==> src/rtl/rocketcpu_wb_interconnect_pkg.sv <==
// Shared types and the default SoC memory map for the
// rocketcpu Wishbone 1-master/N-slave interconnect.
package rocketcpu_wb_interconnect_pkg;

    typedef enum logic [1:0] {
        ST_IDLE = 2'd0,
        ST_BUSY = 2'd1,
        ST_ERR  = 2'd2,
        ST_DONE = 2'd3
    } wb_state_e;

    localparam int unsigned MAP_NSLAVES = 6;

    localparam logic [31:0] RAM_BASE   = 32'h0000_0000;
    localparam logic [31:0] RAM_MASK   = 32'hFFFF_8000;
    localparam logic [31:0] FLASH_BASE = 32'h0010_0000;
    localparam logic [31:0] FLASH_MASK = 32'hFFF0_0000;
    localparam logic [31:0] GPIO_BASE  = 32'h0200_0000;
    localparam logic [31:0] GPIO_MASK  = 32'hFFFF_FFFF;
    localparam logic [31:0] UART_BASE  = 32'h0400_0000;
    localparam logic [31:0] UART_MASK  = 32'hFFFF_FFFF;
    localparam logic [31:0] TIMER_BASE = 32'h0800_0000;
    localparam logic [31:0] TIMER_MASK = 32'hFFFF_FFFF;
    localparam logic [31:0] AUDIO_BASE = 32'h1000_0000;
    localparam logic [31:0] AUDIO_MASK = 32'hF000_0000;

    // Slave k lives at [k*32 +: 32]
    localparam logic [MAP_NSLAVES*32-1:0] MAP_BASE = {
        AUDIO_BASE, TIMER_BASE, UART_BASE,
        GPIO_BASE, FLASH_BASE, RAM_BASE
    };
    localparam logic [MAP_NSLAVES*32-1:0] MAP_MASK = {
        AUDIO_MASK, TIMER_MASK, UART_MASK,
        GPIO_MASK, FLASH_MASK, RAM_MASK
    };

    // gpio (s2) and timer (s4) never drive an ack
    localparam logic [MAP_NSLAVES-1:0] MAP_AUTOACK = 6'b01_0100;

endpackage

==> src/rtl/rocketcpu_wb_interconnect_addr_decode.sv <==
// Combinational address window match with lowest-index
// priority; overlapping windows resolve to the lowest slave.
module rocketcpu_wb_interconnect_addr_decode #(
    parameter int unsigned               NSLAVES    = 6,
    parameter int unsigned               AW         = 32,
    parameter logic [NSLAVES*AW-1:0]     SLAVE_BASE = '0,
    parameter logic [NSLAVES*AW-1:0]     SLAVE_MASK = '0
) (
    input  logic [AW-1:0]      adr_i,
    output logic [NSLAVES-1:0] hit_o,
    output logic               hit_any_o
);

    logic [NSLAVES-1:0] raw;

    // Raw window hits for every slave
    always_comb begin
        raw = '0;
        for (int k = 0; k < NSLAVES; k++) begin
            raw[k] = (adr_i & SLAVE_MASK[k*AW +: AW])
                     == SLAVE_BASE[k*AW +: AW];
        end
    end

    // Keep only the lowest matching slave
    always_comb begin
        logic found;
        found = 1'b0;
        hit_o = '0;
        for (int k = 0; k < NSLAVES; k++) begin
            if (raw[k] && !found) begin
                hit_o[k] = 1'b1;
                found    = 1'b1;
            end
        end
    end

    assign hit_any_o = |raw;

endmodule

==> src/rtl/rocketcpu_wb_interconnect.sv <==
// Wishbone-classic 1-master/N-slave interconnect: registered
// decode, auto-ack, bus watchdog and sticky error capture.
module rocketcpu_wb_interconnect
    import rocketcpu_wb_interconnect_pkg::*;
#(
    parameter int unsigned           NSLAVES    = 6,
    parameter int unsigned           AW         = 32,
    parameter int unsigned           DW         = 32,
    parameter logic [NSLAVES*AW-1:0] SLAVE_BASE = '0,
    parameter logic [NSLAVES*AW-1:0] SLAVE_MASK = '0,
    parameter logic [NSLAVES-1:0]    AUTOACK    = '0,
    parameter int unsigned           TIMEOUT    = 255,
    parameter logic [DW-1:0]         ERR_RDT    = 32'hDEAD_BEEF
) (
    input  logic                  i_wb_clk,
    input  logic                  i_wb_rst_n,
    input  logic [AW-1:0]         i_wb_adr,
    input  logic [DW-1:0]         i_wb_dat,
    input  logic [DW/8-1:0]       i_wb_sel,
    input  logic                  i_wb_we,
    input  logic                  i_wb_cyc,
    output logic [DW-1:0]         o_wb_rdt,
    output logic                  o_wb_ack,
    output logic [AW-1:0]         o_s_adr,
    output logic [DW-1:0]         o_s_dat,
    output logic [DW/8-1:0]       o_s_sel,
    output logic                  o_s_we,
    output logic [NSLAVES-1:0]    o_s_cyc,
    input  logic [NSLAVES*DW-1:0] i_s_rdt,
    input  logic [NSLAVES-1:0]    i_s_ack,
    input  logic                  i_err_clr,
    output logic                  o_err,
    output logic                  o_err_to,
    output logic [AW-1:0]         o_err_adr
);

    localparam int unsigned CW = $clog2(TIMEOUT + 1);

    logic [1:0]         rst_sync_q;
    logic               rst_int_n;

    wb_state_e          state_q, state_d;
    logic [NSLAVES-1:0] sel_q, sel_d;
    logic [CW-1:0]      cnt_q, cnt_d;
    logic               err_q, err_d;
    logic               err_to_q, err_to_d;
    logic [AW-1:0]      err_adr_q, err_adr_d;

    logic [NSLAVES-1:0] dec_hit;
    logic               dec_any;
    logic               first_busy;
    logic               timeout_hit;
    logic [NSLAVES-1:0] ack_vec;
    logic               slv_ack;
    logic [DW-1:0]      slv_rdt;
    logic               err_set;
    logic               err_to_new;

    assign o_s_adr = i_wb_adr;
    assign o_s_dat = i_wb_dat;
    assign o_s_sel = i_wb_sel;
    assign o_s_we  = i_wb_we;

    rocketcpu_wb_interconnect_addr_decode #(
        .NSLAVES    (NSLAVES),
        .AW         (AW),
        .SLAVE_BASE (SLAVE_BASE),
        .SLAVE_MASK (SLAVE_MASK)
    ) u_dec (
        .adr_i     (i_wb_adr),
        .hit_o     (dec_hit),
        .hit_any_o (dec_any)
    );

    // Reset asserts at once, releases two clocks later
    always_ff @(posedge i_wb_clk or negedge i_wb_rst_n) begin
        if (!i_wb_rst_n) begin
            rst_sync_q <= 2'b00;
        end else begin
            rst_sync_q <= {rst_sync_q[0], 1'b1};
        end
    end

    assign rst_int_n = rst_sync_q[1];

    assign first_busy  = (cnt_q == '0);
    assign timeout_hit = (cnt_q == CW'(TIMEOUT - 1));

    // Ack-less slaves answer on the first BUSY cycle
    assign ack_vec = (i_s_ack & ~AUTOACK)
                   | (AUTOACK & {NSLAVES{first_busy}});
    assign slv_ack = |(ack_vec & sel_q);

    // Read data of the selected slave (sel_q is one-hot)
    always_comb begin
        slv_rdt = '0;
        for (int k = 0; k < NSLAVES; k++) begin
            if (sel_q[k]) begin
                slv_rdt = slv_rdt | i_s_rdt[k*DW +: DW];
            end
        end
    end

    // Transaction FSM: next state, slave cycle, master ack/rdt
    always_comb begin
        state_d    = state_q;
        sel_d      = sel_q;
        cnt_d      = cnt_q;
        o_s_cyc    = '0;
        o_wb_ack   = 1'b0;
        o_wb_rdt   = '0;
        err_set    = 1'b0;
        err_to_new = 1'b0;
        unique case (state_q)
            ST_IDLE: begin
                if (i_wb_cyc) begin
                    sel_d = dec_hit;
                    cnt_d = '0;
                    if (dec_any) begin
                        state_d = ST_BUSY;
                    end else begin
                        state_d = ST_ERR;
                        err_set = 1'b1;
                    end
                end
            end
            ST_BUSY: begin
                o_s_cyc = sel_q & {NSLAVES{i_wb_cyc}};
                cnt_d   = cnt_q + CW'(1);
                if (!i_wb_cyc) begin
                    state_d = ST_IDLE;
                    cnt_d   = '0;
                end else if (slv_ack) begin
                    o_wb_ack = 1'b1;
                    o_wb_rdt = slv_rdt;
                    state_d  = ST_DONE;
                    cnt_d    = '0;
                end else if (timeout_hit) begin
                    state_d    = ST_ERR;
                    cnt_d      = '0;
                    err_set    = 1'b1;
                    err_to_new = 1'b1;
                end
            end
            ST_ERR: begin
                o_wb_ack = 1'b1;
                o_wb_rdt = ERR_RDT;
                state_d  = ST_DONE;
            end
            ST_DONE: begin
                state_d = ST_IDLE;
            end
            default: begin
                state_d = ST_IDLE;
            end
        endcase
    end

    // Sticky error: first error after a clear wins, error beats clear
    always_comb begin
        err_d     = err_q;
        err_to_d  = err_to_q;
        err_adr_d = err_adr_q;
        if (err_set && (!err_q || i_err_clr)) begin
            err_d     = 1'b1;
            err_to_d  = err_to_new;
            err_adr_d = i_wb_adr;
        end else if (i_err_clr) begin
            err_d     = 1'b0;
            err_to_d  = 1'b0;
            err_adr_d = '0;
        end
    end

    // State, selection, watchdog and error registers
    always_ff @(posedge i_wb_clk or negedge rst_int_n) begin
        if (!rst_int_n) begin
            state_q   <= ST_IDLE;
            sel_q     <= '0;
            cnt_q     <= '0;
            err_q     <= 1'b0;
            err_to_q  <= 1'b0;
            err_adr_q <= '0;
        end else begin
            state_q   <= state_d;
            sel_q     <= sel_d;
            cnt_q     <= cnt_d;
            err_q     <= err_d;
            err_to_q  <= err_to_d;
            err_adr_q <= err_adr_d;
        end
    end

    assign o_err     = err_q;
    assign o_err_to  = err_to_q;
    assign o_err_adr = err_adr_q;

endmodule

==> config.mk <==
export PLATFORM = sky130hd
export DESIGN_NAME = rocketcpu_wb_interconnect
export DESIGN_NICKNAME = d
export VERILOG_FILES = /design/src/rtl/rocketcpu_wb_interconnect_pkg.sv /design/src/rtl/rocketcpu_wb_interconnect_addr_decode.sv /design/src/rtl/rocketcpu_wb_interconnect.sv
export SDC_FILE = /design/constraint.sdc
export NUM_CORES = 1
export LEC_CHECK = 0
export ABC_AREA = 1
export ABC_CLOCK_PERIOD_IN_PS = 1800
export CAP_MARGIN = 30
export CORE_AREA = 4 4 157 159
export DETAILED_ROUTE_END_ITERATION = 10
export DIE_AREA = 0 0 161 163
export GPL_TIMING_DRIVEN = 0
export SKIP_CTS_REPAIR_TIMING = 1
export SLEW_MARGIN = 15
export SYNTH_ARGS = -nofsm -noshare
export SYNTH_HDL_FRONTEND = slang
export SYNTH_HIERARCHICAL = 1
export SYNTH_SLANG_ARGS = --single-unit
export TNS_END_PERCENT = 100
==> constraint.sdc <==
create_clock -name i_wb_clk -period 1.8 [get_ports i_wb_clk]
set_input_delay 0.18 -clock i_wb_clk [delete_from_list [all_inputs] [get_ports i_wb_clk]]
set_output_delay 0.18 -clock i_wb_clk [all_outputs]
set_load 0.05 [all_outputs]
==> flow_metrics.env <==
export IMPL_status="finished, violations left"
export IMPL_violations_in_the_final_reports="setup timing"
export IMPL_yosysTopAreaCellShare_pct=28.5
export IMPL_achievable_frequency_mhz=484
export IMPL_die_width_um=161
export IMPL_r2r_worst_path_cells=12
export IMPL_timing_clock_skew_ns=0.00772
export IMPL_cts_tree="built"
export IMPL_finalCritPeriodShare_pct=115
export IMPL_maxSlewViolCount=0
export IMPL_report_final_hold_viol_count=0
export IMPL_ioPinCount=413
export IMPL_gr_total_overflow=0
export IMPL_fin_worst_hold_slack_ns=0.0286
export IMPL_startpoint_type="flop"
export IMPL_clkTransAtPathRegs_ns=0.08
export IMPL_drt_wirelength_per_cell_um=19.3
export IMPL_routabilityCongestion=0.864
export IMPL_vias=6044
export IMPL_tritoncts_num_buffers=5
export IMPL_via_per_inst=4.28
export IMPL_worst_path_max_fanout=5
export IMPL_placement_io_buffers=375
export IMPL_timing_rr_end="o_err_adr[29]"
export IMPL_min_delay_path_class="input pin to asynchronous set/reset pin"
export IMPL_initial_antenna_violation_count=4
export IMPL_reg2reg_slack_ns=-0.04
export IMPL_syn_area_per_cell_um2=6.81
export IMPL_capturing_element_type_of_the_critical_path="primary output"
export IMPL_layout_commonest_cell="clkdlybuf4s50_1"
export IMPL_cts_max_level=2
export IMPL_final_period_minus_worst_setup_slack_ns=2.06
export IMPL_cts_path_max_buffers=2
export IMPL_post_route_drc_count=0
export IMPL_total_nets_final=1365
export IMPL_post_synth_num_cell_types=31
export IMPL_post_route_setup_slack_ns=-0.265
export IMPL_synth_top_cells_by_area="dfrtp_1 28%, nand2_1 18%, buf_4 13%"
export IMPL_critPathArrivalTime_ns=1.88
export IMPL_globalRouteTotalUtil_pct=18.5
export IMPL_leakagePower_uw=0.00469
export IMPL_setup_worst_path_class="flop to primary output"
export IMPL_hpwlAfterDp_um=21700
export IMPL_worstMarginPinSlew_ns=0.700
export IMPL_layout_core_utilization_pct=43.8
export IMPL_initial_utilization_pct=19.7
export IMPL_final_layout_size_suffix_gt1_share_pct=29.3
export IMPL_critical_path_reg2reg_startpoint="state_q[1]"
export IMPL_die_area_um2=26200
export IMPL_dpl_instance_area_um2=8850
export IMPL_postSynthRegisterBits=52
export IMPL_detail_route_iter0_violations=293
export IMPL_cts_root_buf="clkbuf_16"
export IMPL_largest_net_degree_at_the_start_of_global_routing=33
export IMPL_synthesis_instances=672
export IMPL_row_count=56
export IMPL_max_cap_violations=0
export IMPL_clkSinkCount=52
export IMPL_area_growth_pct=123
export IMPL_fillCellCount=2328
export IMPL_seq_area_frac_synth_pct=28.5
export IMPL_floorplan_die_height_um=163
export IMPL_rsz0062_at_grt="yes"
export IMPL_synth_largest_area_cell="dfrtp_1"
export IMPL_p_per_area_nw_per_um2=1210
export IMPL_syn_area_um2=4570
export IMPL_clk_latency_ns=0.30
export IMPL_ant_nets=0
export IMPL_finalWirelength_um=27300
export IMPL_fin_setup_tns_ns=-6.91
export IMPL_first_global_vias=6010
export IMPL_yosysWarningCount=6
export IMPL_maxSlewHeadroom_pct=53.3
export IMPL_firstDrtPassIters=5
export IMPL_setup_viol=53
export IMPL_max_vdd_ir_drop_mv=0.685
export IMPL_required_ns=1.62
export IMPL_fin_area_um2=10200
export IMPL_floorplan_core_area_um2=23300
export IMPL_grt_first_pass_wirelength_um=37300
export IMPL_top_library_cells_by_usage_in_the_layout_fill_and_taps_aside="326 x clkdlybuf4s50_1, 215 x nand2_1, 99 x buf_4"
registers in the layout, summed over array words and instances, names as in the netlist:
name	cells
rst_sync_q	2
o_err_adr	32
sel_q	6
o_err	1
o_err_to	1
state_q	2
cnt_q	8
through the flow:
step	power [µW]	cells	setup slack (ns)
2_1_floorplan	6250	677	-0.226
3_3_place_gp	9210	1371	-1.11
3_5_place_dp	9230	1372	-1.11
4_1_cts	10400	1380	-1.40
5_1_grt	13000	1411	-0.347
6_report	12400	1411	-0.265
Yosys cell counts:
cell / count
a22o_1: 15
o21ai_0: 8
ha_1: 5
nor2_4: 1
nor2_2: 2
nand2_2: 5
nand3_1: 64
buf_1: 1
conb_1: 3
a21oi_1: 36
nand2_4: 2
o21bai_4: 1
inv_2: 1
buf_2: 11
clkbuf_1: 22
nand2_1: 225
inv_1: 29
buf_6: 4
a211oi_1: 7
buf_4: 79
o211ai_1: 1
nor3b_1: 2
nor3_1: 13
nor2_1: 40
nand4_1: 2
dfrtp_1: 52
nand3_2: 30
clkinv_1: 1
o31ai_1: 1
xor2_1: 1
a221oi_1: 8
worst max path at each step:
stage,from,endpoint,slack (ns),depth (start not counted)
2_1_floorplan,state_q[1],o_wb_rdt[0],-0.23,9
3_3_place_gp,i_s_ack[2],o_wb_rdt[30],-1.11,11
3_5_place_dp,i_s_ack[3],o_wb_rdt[30],-1.11,11
4_1_cts,sel_q[4],o_wb_rdt[27],-1.40,7
5_1_grt,state_q[1],o_wb_rdt[1],-0.35,10
6_report,state_q[1],o_wb_rdt[19],-0.26,10
cells by family (layout without fill, tap and decap cells):
logic type / after synthesis / count (layout) / synth area share, %
buf+inv: 148 / 559 / 19.6
fa+ha+maj: 5 / 5 / 1.37
compound gates: 77 / 77 / 11.1
xor+xnor: 1 / 1 / 0.192
other cells: 3 / 10 / 0.246
simple gates: 386 / 388 / 39.0
flops: 52 / 52 / 28.5
power by group:
part,internal (µW),switching (µW),total [µW],leakage [µW]
Sequential,1390,165,1560,0.000686
Clock,673,504,1180,0.0000863
Combinational,3710,5920,9630,0.00391
critical path, stage by stage, from the launching register on:
cell and delay [ns]:
dfrtp_1 0.42, inv_2 0.11, ha_4 0.18, nand2_8 0.07, clkinv_8 0.08, nand2_8 0.06, nand2_8 0.09, nand2_8 0.09
clkbuf_16 0.18, nor2_4 0.13, buf_8 0.16
cell type report:
cell class              instances  area, µm²  share of cell area, %
inverters                      31        131                   1.29
diodes                          2       5.00                 0.0491
repair buffers                405       4220                   41.4
clock inverters                 3       50.0                  0.491
well taps                     319        399                   3.92
plain buffers                 115        952                   9.35
flip-flops and latches         52       1300                   12.8
clock buffers                   5        125                   1.23
multi-input cells             479       3000                   29.5
layer usage:
layer | vias to the layer above | track usage, % | routed length, µm
met5 | - | 0 | 21
met4 | 4 | 3.18 | 421
met3 | 30 | 5.87 | 2410
met2 | 277 | 34.0 | 14200
met1 | 2784 | 21.4 | 10200
li1 | 2949 | - | -
Power figures use the tool's default switching activity.
